[src/rtl/div_seq_if.sv]
// Handshake bundle between the execute stage (master) and the iterative
// divider (slave).
//
// Handshake: the master raises start with the operands valid and holds start,
// signed_div and the operands steady until ready is seen high. ready then
// stays high with result stable for as long as start stays high. Dropping
// start, or raising annul, releases the divider. annul may be raised at any
// time to abandon a pending or running division. state is a read-only view of
// the divider FSM for debug and checkers.
interface div_seq_if #(
  parameter int DATA_W = 32
);
  logic                  signed_div;
  logic [DATA_W-1:0]     opdata1;
  logic [DATA_W-1:0]     opdata2;
  logic                  start;
  logic                  annul;
  logic [2*DATA_W-1:0]   result;
  logic                  ready;
  logic [1:0]            state;

  modport master (
    output signed_div, opdata1, opdata2, start, annul,
    input  result, ready, state
  );

  modport slave (
    input  signed_div, opdata1, opdata2, start, annul,
    output result, ready, state
  );
endinterface

[src/rtl/div_seq.sv]
// Iterative restoring divider for DIV/DIVU. A division produces one quotient
// bit per cycle, MSB first. The result is {remainder, quotient}, with the
// quotient truncated toward zero and the remainder taking the dividend's sign.
// The FSM encoding (FREE=0, BYZERO=1, ON=2, END=3) is visible on bus.state.
module div_seq #(
  parameter int DATA_W = 32
) (
  input  logic      clk,
  input  logic      rst,
  div_seq_if.slave  bus
);

  localparam int CNT_W = $clog2(DATA_W) + 1;

  typedef enum logic [1:0] {
    S_FREE   = 2'd0,
    S_BYZERO = 2'd1,
    S_ON     = 2'd2,
    S_END    = 2'd3
  } state_t;

  state_t                state_q, state_d;
  logic [CNT_W-1:0]      cnt_q, cnt_d;
  // Upper half holds the partial remainder. The lower half starts as the
  // dividend magnitude and fills with quotient bits as the dividend shifts out.
  logic [2*DATA_W-1:0]   work_q, work_d;
  logic [DATA_W-1:0]     divisor_q, divisor_d;
  logic                  signed_q, signed_d;
  logic                  sign1_q, sign1_d;
  logic                  sign2_q, sign2_d;
  logic [2*DATA_W-1:0]   result_q, result_d;
  logic                  ready_q, ready_d;

  logic [DATA_W:0]       shifted;
  logic [DATA_W-1:0]     diff;
  logic                  no_borrow;
  logic [DATA_W-1:0]     quot_fix;
  logic [DATA_W-1:0]     rem_fix;
  logic [DATA_W-1:0]     abs1;
  logic [DATA_W-1:0]     abs2;

  // Datapath for one restoring step plus the sign correction of the final result.
  always_comb begin
    shifted   = {work_q[2*DATA_W-1:DATA_W], work_q[DATA_W-1]};
    no_borrow = (shifted >= {1'b0, divisor_q});
    // When there is no borrow the difference is below the divisor, so it fits in DATA_W bits.
    diff      = shifted[DATA_W-1:0] - divisor_q;
    quot_fix  = (signed_q && (sign1_q ^ sign2_q)) ? (DATA_W'(0) - work_q[DATA_W-1:0])
                                                  : work_q[DATA_W-1:0];
    rem_fix   = (signed_q && sign1_q) ? (DATA_W'(0) - work_q[2*DATA_W-1:DATA_W])
                                      : work_q[2*DATA_W-1:DATA_W];
    abs1      = (bus.signed_div && bus.opdata1[DATA_W-1]) ? (DATA_W'(0) - bus.opdata1)
                                                          : bus.opdata1;
    abs2      = (bus.signed_div && bus.opdata2[DATA_W-1]) ? (DATA_W'(0) - bus.opdata2)
                                                          : bus.opdata2;
  end

  // Next-state logic and next values of all working and output registers.
  always_comb begin
    state_d   = state_q;
    cnt_d     = cnt_q;
    work_d    = work_q;
    divisor_d = divisor_q;
    signed_d  = signed_q;
    sign1_d   = sign1_q;
    sign2_d   = sign2_q;
    result_d  = result_q;
    ready_d   = ready_q;

    case (state_q)
      S_FREE: begin
        result_d = '0;
        ready_d  = 1'b0;
        if (bus.start && !bus.annul) begin
          signed_d  = bus.signed_div;
          sign1_d   = bus.opdata1[DATA_W-1];
          sign2_d   = bus.opdata2[DATA_W-1];
          work_d    = {{DATA_W{1'b0}}, abs1};
          divisor_d = abs2;
          cnt_d     = '0;
          state_d   = (bus.opdata2 == '0) ? S_BYZERO : S_ON;
        end
      end

      S_BYZERO: begin
        // Divide-by-zero reports two edges after the request: one edge in
        // BYZERO with cnt 0, then on to END.
        if (bus.annul) begin
          state_d  = S_FREE;
          result_d = '0;
          ready_d  = 1'b0;
        end else if (cnt_q == '0) begin
          cnt_d = CNT_W'(1);
        end else begin
          state_d  = S_END;
          result_d = '0;
          ready_d  = 1'b1;
        end
      end

      S_ON: begin
        if (bus.annul) begin
          state_d  = S_FREE;
          result_d = '0;
          ready_d  = 1'b0;
        end else if (cnt_q == CNT_W'(DATA_W)) begin
          state_d  = S_END;
          result_d = {rem_fix, quot_fix};
          ready_d  = 1'b1;
        end else begin
          work_d = {(no_borrow ? diff : shifted[DATA_W-1:0]),
                    work_q[DATA_W-2:0], no_borrow};
          cnt_d  = cnt_q + CNT_W'(1);
        end
      end

      S_END: begin
        if (!bus.start || bus.annul) begin
          state_d  = S_FREE;
          result_d = '0;
          ready_d  = 1'b0;
        end
      end

      default: begin
        state_d  = S_FREE;
        result_d = '0;
        ready_d  = 1'b0;
      end
    endcase
  end

  // State and working registers; reset abandons any division at once.
  always_ff @(posedge clk or posedge rst) begin
    if (rst) begin
      state_q   <= S_FREE;
      cnt_q     <= '0;
      work_q    <= '0;
      divisor_q <= '0;
      signed_q  <= 1'b0;
      sign1_q   <= 1'b0;
      sign2_q   <= 1'b0;
      result_q  <= '0;
      ready_q   <= 1'b0;
    end else begin
      state_q   <= state_d;
      cnt_q     <= cnt_d;
      work_q    <= work_d;
      divisor_q <= divisor_d;
      signed_q  <= signed_d;
      sign1_q   <= sign1_d;
      sign2_q   <= sign2_d;
      result_q  <= result_d;
      ready_q   <= ready_d;
    end
  end

  assign bus.result = result_q;
  assign bus.ready  = ready_q;
  assign bus.state  = state_q;

endmodule

[src/flat_wrapper.sv]
// flat-port wrapper written by rule: the top's interface ports become plain ports
module div_seq_flat 
#(
  parameter int DATA_W = 32
)
  (clk, rst, bus_signed_div, bus_opdata1, bus_opdata2, bus_start, bus_annul, bus_result, bus_ready, bus_state);
  div_seq_if #(.DATA_W(DATA_W)) bus_i ();
  input  logic clk;
  input  logic rst;
  input wire logic [$bits(bus_i.signed_div)-1:0] bus_signed_div;
  input wire logic [$bits(bus_i.opdata1)-1:0] bus_opdata1;
  input wire logic [$bits(bus_i.opdata2)-1:0] bus_opdata2;
  input wire logic [$bits(bus_i.start)-1:0] bus_start;
  input wire logic [$bits(bus_i.annul)-1:0] bus_annul;
  output wire logic [$bits(bus_i.result)-1:0] bus_result;
  output wire logic [$bits(bus_i.ready)-1:0] bus_ready;
  output wire logic [$bits(bus_i.state)-1:0] bus_state;
  assign bus_i.signed_div = bus_signed_div;
  assign bus_i.opdata1 = bus_opdata1;
  assign bus_i.opdata2 = bus_opdata2;
  assign bus_i.start = bus_start;
  assign bus_i.annul = bus_annul;
  assign bus_result = bus_i.result;
  assign bus_ready = bus_i.ready;
  assign bus_state = bus_i.state;
  div_seq #(.DATA_W(DATA_W)) u_core (.clk(clk), .rst(rst), .bus(bus_i));
endmodule
[config.mk]
export PLATFORM = sky130hd
export DESIGN_NAME = div_seq_flat
export DESIGN_NICKNAME = d
export VERILOG_FILES = /design/src/rtl/div_seq_if.sv /design/src/rtl/div_seq.sv /design/src/flat_wrapper.sv
export SDC_FILE = /design/constraint.sdc
export NUM_CORES = 1
export LEC_CHECK = 0
export ABC_CLOCK_PERIOD_IN_PS = 7400
export BUFFER_PORTS_ARGS = -buffer_cell sky130_fd_sc_hd__buf_2
export CAP_MARGIN = 20
export CORE_MARGIN = 4
export CORE_UTILIZATION = 45
export CTS_CLUSTER_SIZE = 24
export DETAILED_ROUTE_END_ITERATION = 8
export HOLD_SLACK_MARGIN = 0.15
export SETUP_SLACK_MARGIN = 0.15
export SYNTH_ARGS = -nofsm -noshare
export SYNTH_HDL_FRONTEND = slang
export SYNTH_SLANG_ARGS = --single-unit
[constraint.sdc]
create_clock -name clk -period 7.4 [get_ports clk]
set_input_delay 1.48 -clock clk [delete_from_list [all_inputs] [get_ports clk]]
set_output_delay 1.48 -clock clk [all_outputs]
set_load 0.01 [all_outputs]
==> results of run 1 <==
-- layout by cell type, fill, tap and decap left out, types with 9 or more instances in the layout --
cell / n
xor2_1: 57
a21oi_1: 120
xnor2_1: 88
nor2_1: 100
clkbuf_16: 17
o21ai_1: 35
nor3_1: 23
inv_1: 63
o21ai_0: 165
nand3_1: 15
nor4_1: 11
or3_1: 10
mux2i_1: 22
o31ai_1: 19
ha_1: 41
buf_2: 135
a31oi_1: 10
nand2_1: 209
dfrtp_1: 172
nand2b_1: 9
a21o_1: 13
-- per-layer routing --
layer	part of all wire, %	global-route usage (%)	up-vias	wire (µm)
met5	0	0	-	0
met4	1.0	5.02	0	297
met3	3.4	2.63	20	1000
met2	44	31.1	213	12700
met1	52	31.3	4515	15000
li1	-	-	4972	-
-- area by class of cell --
type,count,area (µm²)
clock buffer,19,453
inverter,64,245
multi-input combinational,1072,6520
tap,324,405
clock inverter,13,154
fill,2386,11800
timing repair buffer,143,756
sequential,172,4300
-- registers in the layout, summed over array words and instances, names as in the netlist --
signal,count
u_core.bus.result,64
u_core.work_q,64
u_core.divisor_q,32
u_core.cnt_q,6
u_core.bus.state,2
u_core.bus.ready,1
u_core.sign1_q,1
u_core.sign2_q,1
u_core.signed_q,1
-- kinds of logic (layout without fill, tap and decap cells) --
kind of cell	count (synthesis)	count (layout)	synth area share, %
AND/OR/NAND/NOR	440	440	17.8
AO/OA/AOI/OAI	420	420	21.4
flip-flops	172	172	37.9
XOR/XNOR	145	145	11.2
buffers and inverters	131	239	4.85
adder cells (fa/ha/maj)	43	43	4.80
multiplexers	24	24	2.14
-- where the power goes --
group          switching (W)  leakage, nW  total, W  internal, W
clock network       0.000408        0.290  0.000932     0.000524
registers           0.000363         2.29   0.00161      0.00124
logic                0.00210         3.37   0.00347      0.00137
-- final timing paths --
path | from | to | slack [ns]
min reg2reg | u_core.bus.result[52]$_DFFE_PP0P_ | u_core.bus.result[52]$_DFFE_PP0P_ | 0.48
min | u_core.bus.result[52]$_DFFE_PP0P_ | u_core.bus.result[52]$_DFFE_PP0P_ | 0.48
max in group asynchronous | rst | u_core.work_q[48]$_DFFE_PP0P_ | 4.87
min in group asynchronous | rst | u_core.bus.result[30]$_DFFE_PP0P_ | 0.94
max | u_core.work_q[51]$_DFFE_PP0P_ | u_core.work_q[39]$_DFFE_PP0P_ | 3.35
max reg2reg | u_core.work_q[51]$_DFFE_PP0P_ | u_core.work_q[39]$_DFFE_PP0P_ | 3.35
-- per-stage QoR --
stage               hold slack [ns]  util, %  cell area [µm²]  total power, W
finish                        0.475     52.2            12800         0.00601
global route                  0.494     52.2            12800         0.00655
CTS                           0.481     52.1            12800         0.00604
detailed placement            0.465     49.6            12200         0.00508
global placement              0.455     49.6            12200         0.00508
floorplan                     0.449        -            11400         0.00429
-- worst max-delay path, cell delays in order (launching register included) --
cell,delay (ns)
dfrtp_1,0.46
ha_1,0.40
a21oi_1,0.24
o21ai_1,0.14
a211o_1,0.30
nor3_2,0.21
nor3_2,0.09
a211o_2,0.38
o2111ai_2,0.46
and2_1,0.47
buf_4,0.42
mux2i_1,0.26
o21ai_1,0.07
==> results.tsv, run 1 <==
metric	value	unit
Worst Tran Pin Value	0.997	ns
max frequency	0.247	GHz
Async SR Flop Fraction	100	%
I/O Buffers	135	
CTS max path bufs	2	
Post-Place Worst Slack	3.27	ns
Max-Cap Viols	0	
root buffer cell	clkbuf_16	
cell with the most instances after synthesis	nand2_1	
PostCTS Resize Cnt	0	
Tmin final	4.05	ns
critical path required time	7.68	ns
status	finished clean	
Die Y	167	µm
Final setup viols	0	
Max-Slew Margin vs Limit	33.5	%
clk_skew	0.0157	ns
Chip Width	167	µm
hold_buf cts	0	
total gr overflow	0	
layout cell share with drive strength beyond 1	13.9	%
Post-CTS Setup Inserts	0	
register area share after synthesis	37.9	%
Post-DRT Antenna Nets	0	
P_leak	5.95	nW
GRT Resource Usage Total	20.6	%
RSZ-0062 raised after global routing	false	
largest net degree at the start of global routing	105	
Final WS setup	3.35	ns
syn_nets	1487	
area grow syn2layout	13.0	%
gp weighted congestion	0.856	
total CTS buffers	17	
DP HPWL	21500	µm
Initial Util	46.2	%
io pins	136	
Total Wirelength	29100	µm
count of cell types in the netlist	71	
CTS tree	yes	
routed via count	9720	
CP max FO	23	
Hold Fails Final Rpt	0	
Fin Setup TNS	0	ns
Pre-antenna DRT Iters	5	
cells after synthesis	1375	
Hold/Removal Path Class	reg2reg	
final net count	1582	
antenna violations before repair	0	
post-route DRC violation count	0	
Max Slew Vio Count	0	
Avg Cell Area, Syn	8.26	µm²
Startpoint Class	flip-flop	
largest area contributor in the netlist	dfrtp_1	
clk slew on worst S/H paths	0.07	ns
Crit path arrival time	4.34	ns
H-tree levels	4	
Synth area leaders	dfrtp_1, o21ai_0, nand2_1, xnor2_1, a21oi_1	
Post-Place Cells	1774	
Worst VDD drop	0.188	mV
first-pass GRT wire length	47700	µm
clock sink count	172	
pwr/cell area	468	nW/µm²
cell depth of the worst hold path	2	
final cell count without fillers	1807	
Reg2Reg Depth	12	
Synth Cell Area	11400	µm²
Yosys top cell area share	37.9	%
Vias per Instance	5.38	
Cell Rows	57	
DIE AREA	27900	µm²
Synth top cells by count	nand2_1, dfrtp_1, o21ai_0	
synthesis-stage register bit count	172	
Clk Latency, worst-skew pair	0.44	ns
Primary FF master, synth	dfrtp_1	
via count of the first global-routing pass	9107	
Setup crit end kind	flip-flop	
Post-synth EDFFs	0	
Yosys warnings	0	
DR iter-0 viols	600	
antenna fix cells	0	
WL/cell	16.1	µm
Tcrit/Tclk final	54.8	%
worst setup path class	reg2reg	
core area	24600	µm²
Power figures use the tool's default switching activity.
==> inputs of run 2 (changes only) <==
- ABC_CLOCK_PERIOD_IN_PS: 7400 -> 4100
- clock period: 7.4 -> 4.1 ns (I/O delays scaled with it)
==> run 2 against run 1 <==
Against the previous run: utilization is 0.23 points higher; largest cell class unchanged; register-to-register slack worse by 2.6 ns; non-clock buffer count is 7 higher; clock skew is 0.0047 ns lower; highest routed layer unchanged; die area stayed put; wire length is 0.39% higher; via count is 0.48% higher; combinational power is 83% higher; clock power is 77% higher; maximum frequency is 22% higher; flip-flop and latch count stayed put.
==> results.tsv, run 2 (synthesis gave the netlist of run 1 again) <==
metric	value	unit
Post-DRT Antenna Nets	0	
Pre-antenna DRT Iters	5	
critical path required time	4.38	ns
layout cell share with drive strength beyond 1	14.2	%
total gr overflow	0	
Setup crit end kind	flip-flop	
Fin Setup TNS	0	ns
DIE AREA	27900	µm²
RSZ-0062 raised after global routing	false	
clk slew on worst S/H paths	0.07	ns
total CTS buffers	17	
Int Pwr	0.00572	W
antenna fix cells	0	
max frequency	0.301	GHz
Max-Cap Viols	0	
Crit. path cell count	14	
PostCTS Resize Cnt	0	
Die Y	167	µm
final cell count without fillers	1814	
worst reg2reg endpoint	u_core.work_q[62]$_DFFE_PP0P_	
Post-Place Worst Slack	0.736	ns
core area	24600	µm²
I/O Buffers	135	
first-pass GRT wire length	47800	µm
Sw Share	47.6	%
Post-Place Cells	1782	
Hold/Removal Path Class	in2async	
WL/cell	16.1	µm
CP cell instances	inv_1 -> ha_1 -> inv_1 -> fa_1 -> nand3_1 -> a21oi_1 -> o211ai_1 -> a21oi_1 -> o21ai_1 -> a311oi_1 -> a311oi_1 -> xnor2_1 -> mux2i_1 -> o21ai_1	
critical path's slowest cell	a311oi_1	
worst setup path end	u_core.work_q[62]$_DFFE_PP0P_	
DP HPWL	21900	µm
P_leak	5.98	nW
Hold Fails Final Rpt	0	
root buffer cell	clkbuf_16	
via count of the first global-routing pass	9297	
io pins	136	
Reg2Reg Depth	14	
hold_buf cts	0	
Tcrit/Tclk final	80.9	%
Total Wirelength	29200	µm
Post-CTS Setup Inserts	0	
area grow syn2layout	13.5	%
Initial Util	46.2	%
Setup crit start	u_core.work_q[31]$_DFFE_PP0P_	
clk_skew	0.0110	ns
max incr delay on CP	0.50	ns
Cell Rows	57	
Crit path arrival time	3.60	ns
CTS tree	yes	
Comb pwr share	58.3	%
Sw Pwr	0.00519	W
DR iter-0 viols	642	
routed via count	9767	
gp weighted congestion	0.878	
Tmin final	3.32	ns
clock network power share	15.1	%
Fill cells	2372	
largest net degree at the start of global routing	97	
post-route DRC violation count	0	
Startpoint Class	flip-flop	
Area after DPL	12300	µm²
WP buf/inv	2	
H-tree levels	4	
status	finished clean	
GRT Resource Usage Total	20.7	%
final net count	1589	
antenna violations before repair	0	
CTS max path bufs	2	
Chip Width	167	µm
Vias per Instance	5.38	
pwr/cell area	846	nW/µm²
final core area utilization	52.4	%
Final WS setup	0.783	ns
Max Slew Vio Count	0	
fin area	12900	µm²
Max-Slew Margin vs Limit	32.0	%
R2R setup slack	0.78	ns
commonest non-fill, non-tap cell in the layout	nand2_1	
Final setup viols	0	
clock sink count	172	
commonest non-fill, non-tap cells in the layout	nand2_1, dfrtp_1, o21ai_0	
Critical R2R Launch	u_core.work_q[31]$_DFFE_PP0P_	
Worst VDD drop	0.422	mV
share of total power in sequential cells	26.6	%
CP max FO	4	
Worst Tran Pin Value	1.02	ns
CP top delay family	compound AO/OA/AOI/OAI gates	
worst setup path class	reg2reg	
Clk Latency, worst-skew pair	0.43	ns
-- run 2: worst min-delay path by stage --
stage,start,to,depth (start not counted)
after global placement,u_core.bus.result[23]$_DFFE_PP0P_,u_core.bus.result[23]$_DFFE_PP0P_,2
after floorplan,u_core.divisor_q[31]$_DFFE_PP0P_,u_core.divisor_q[31]$_DFFE_PP0P_,2
after CTS,rst,u_core.bus.result[30]$_DFFE_PP0P_,2
after global routing,u_core.bus.result[43]$_DFFE_PP0P_,u_core.bus.result[43]$_DFFE_PP0P_,2
final,rst,u_core.bus.result[27]$_DFFE_PP0P_,2
after detailed placement,u_core.bus.result[9]$_DFFE_PP0P_,u_core.bus.result[9]$_DFFE_PP0P_,2
-- run 2: layer usage --
metal | wire length (µm) | share of wire [%] | global-route usage, % | vias up
li1 | - | - | - | 4995
met1 | 14900 | 51 | 31.6 | 4544
met2 | 12800 | 44 | 31.0 | 208
met3 | 1140 | 3.9 | 2.58 | 20
met4 | 337 | 1.2 | 5.27 | 0
met5 | 0 | 0 | 0 | -
-- run 2: through the flow --
stage	total power [W]	hold WS (ns)
2_1_floorplan	0.00775	0.449
3_3_place_gp	0.00928	0.456
3_5_place_dp	0.00929	0.465
4_1_cts	0.0110	0.481
5_1_grt	0.0119	0.496
6_report	0.0109	0.470
-- run 2: power by group through the flow --
stage	logic, W	clock network [W]	registers, W
floorplan	0.00497	0	0.00277
finish	0.00635	0.00165	0.00291
global placement	0.00638	0	0.00290
detailed placement	0.00636	0	0.00293
CTS	0.00640	0.00169	0.00289
global route	0.00718	0.00175	0.00300
-- run 2: cell type report --
cell class	instances	area, µm²	area share, %
sequential	172	4300	33.4
clock inverter	14	159	1.23
inverter	64	244	1.89
multi-input combinational	1072	6520	50.5
timing repair buffer	150	838	6.50
tap	324	405	3.14
clock buffer	18	429	3.33
==> inputs of run 3 (changes only) <==
- ABC_CLOCK_PERIOD_IN_PS: 4100 -> 2930
- PLACE_DENSITY: unset -> 0.67
- clock period: 4.1 -> 2.93 ns (I/O delays scaled with it)
==> run 3 against run 2 <==
Against the previous run: the run now ends with setup timing left; utilization rose by 6.9 points; setup slack got worse by 0.94 ns; clock skew barely moved; first-iteration DRC count rose by 28%; non-clock buffer count increased by 127; final area is 13% higher; maximum frequency increased by 7.3%; die area stayed put; clock-buffer cell count shrank 1; combinational power grew 100%; power increased by 73%; critical path depth stayed put; largest cell class unchanged; largest power group unchanged.
==> results.tsv, run 3 (synthesis gave the netlist of run 1 again) <==
metric	value	unit
Tmin final	3.09	ns
root buffer cell	clkbuf_16	
total CTS buffers	17	
fin area	14600	µm²
grt met2 use	35.0	%
Die Y	167	µm
Sw Pwr	0.00870	W
Worst Hold Margin	0.314	ns
Cell Rows	57	
Initial Util	46.2	%
DIE AREA	27900	µm²
worst setup path class	reg2reg	
clk_skew	0.0109	ns
pwr/cell area	1290	nW/µm²
CTS tree	yes	
Max Slew Vio Count	0	
P_leak	6.78	nW
Hold/Removal Path Class	in2async	
met3 usage	3.18	%
commonest non-fill, non-tap cell in the layout	nand2_1	
Max-Cap Viols	0	
Setup crit end kind	flip-flop	
Sw Share	46.2	%
largest net degree at the start of global routing	137	
clock sink count	172	
Worst Tran Pin Value	0.759	ns
RSZ-0062 raised after global routing	true	
antenna violations before repair	0	
total gr overflow	0	
clock network power share	11.8	%
WL/cell	16.5	µm
DR iter-0 viols	820	
area grow syn2layout	28.5	%
Hold Fails Final Rpt	0	
Chip Width	167	µm
layout cell share with drive strength beyond 1	26.2	%
commonest non-fill, non-tap cells in the layout	nand2_1, dfrtp_1, o21ai_0	
total area of sequential cells	4310	µm²
CP max FO	7	
CTS max path bufs	2	
Multi-input gate area	7130	µm²
Tcrit/Tclk final	105	%
critical path required time	3.24	ns
failing checks	setup timing	
gr busiest metal	met2	
I/O Buffers	135	
antenna fix cells	0	
final core area utilization	59.3	%
Crit path arrival time	3.40	ns
GRT Resource Usage Total	21.9	%
gp weighted congestion	0.869	
via count of the first global-routing pass	10100	
clk slew on worst S/H paths	0.07	ns
Comb pwr share	67.2	%
routed via count	10700	
Startpoint Class	flip-flop	
H-tree levels	4	
Total Wirelength	32000	µm
Fill cells	2191	
hold_buf cts	0	
Final WS setup	-0.160	ns
Clk Latency, worst-skew pair	0.43	ns
critical path's slowest cell	dfrtp_1	
Worst VDD drop	0.588	mV
share of total power in sequential cells	20.9	%
CP cell instances	inv_1 -> ha_4 -> a21oi_2 -> o211ai_1 -> nor3b_4 -> nor3_4 -> nor3_2 -> a211o_2 -> o2111ai_2 -> and2_4 -> buf_6 -> buf_12 -> mux2i_4 -> o21ai_2	
io pins	136	
DP HPWL	22600	µm
Int Pwr	0.0101	W
Pre-antenna DRT Iters	5	
Area after DPL	13100	µm²
post-route DRC violation count	0	
Post-DRT Antenna Nets	0	
M1 GR Usage	31.7	%
max incr delay on CP	0.38	ns
Final setup viols	27	
final net count	1716	
Max-Slew Margin vs Limit	49.4	%
core area	24600	µm²
status	finished, violations left	
Vias per Instance	5.50	
max frequency	0.324	GHz
first-pass GRT wire length	51100	µm
## run 3: changes by cell type in the layout (fill, tap and decap cells not counted), moves of 9 or more
cell | previous run | this run
ha_1 | 41 | 25
buf_4 | 11 | 122
buf_6 | 0 | 9
inv_1 | 63 | 54
a21oi_2 | 4 | 15
ha_4 | 0 | 14
inv_2 | 0 | 9
a21oi_1 | 120 | 106
o21ai_2 | 1 | 11
## run 3: worst paths after layout
| kind | startpoint | end | slack [ns] | cells past startpoint |
|---|---|---|---|---|
| min in group clk | bus_annul | u_core.bus.ready$_DFFE_PP0P_ | 0.44 | 2 |
| setup reg to reg | u_core.divisor_q[8]$_DFFE_PP0P_ | u_core.work_q[45]$_DFFE_PP0P_ | -0.16 | 14 |
| hold / removal | rst | u_core.bus.result[29]$_DFFE_PP0P_ | 0.31 | 3 |
| max in group asynchronous | rst | u_core.divisor_q[0]$_DFFE_PP0P_ | 1.95 | 3 |
| setup / recovery | u_core.divisor_q[8]$_DFFE_PP0P_ | u_core.work_q[45]$_DFFE_PP0P_ | -0.16 | 14 |
| hold reg to reg | u_core.bus.result[20]$_DFFE_PP0P_ | u_core.bus.result[20]$_DFFE_PP0P_ | 0.47 | 2 |
## run 3: layout make-up
class                           instances  share of cell area [%]
Clock buffer                           17                    2.91
Clock inverter                         15                    1.01
Inverter                               64                    1.67
Multi-Input combinational cell       1072                    48.9
Sequential cell                       172                    29.5
Tap cell                              324                    2.78
Timing Repair Buffer                  277                    13.3
## run 3: timing repair
item / in CTS / in global routing
cloned: 3 / 1
resized for setup: 46 / 76
setup endpoints to repair: 39 / 92
buffers inserted: 11 / 10
endpoints found under the hold margin: 0 / 0
pin swaps: 21 / 47
## run 3: worst max-delay path, delay by kind of cell (launching register included)
kind            cells  cell delay (ns)
compound gates      5             0.99
fa+ha+maj           1             0.22
buf+inv             3             0.36
flops               1             0.38
mux                 1             0.26
simple gates        4             0.76
## run 3: power by group through the flow
stage                     sequential [W]  combinational, W  clock [W]
after detailed placement         0.00390            0.0102          0
final                            0.00395            0.0127    0.00223
after global placement           0.00386            0.0100          0
after CTS                        0.00387            0.0113    0.00226
after global routing             0.00405            0.0139    0.00236
after floorplan                  0.00389           0.00703          0
## run 3: metrics by stage
step,worst slack (ns),std cells,TNS (ns),total power (W)
finish,-0.160,1941,-1.79,0.0188
CTS,-0.0444,1930,-0.479,0.0175
global route,-0.206,1941,-3.52,0.0203
global placement,-0.0961,1884,-1.72,0.0139
detailed placement,-0.164,1884,-3.58,0.0141
floorplan,0.0776,1375,0,0.0109
## run 3: routing by layer
metal  wire (µm)  vias to the layer above  part of all wire (%)
met5           0                        -                     0
li1            -                     5244                     -
met4         563                        0                   1.8
met2       14800                      319                    46
met3        1800                       41                   5.6
met1       14800                     5079                    46
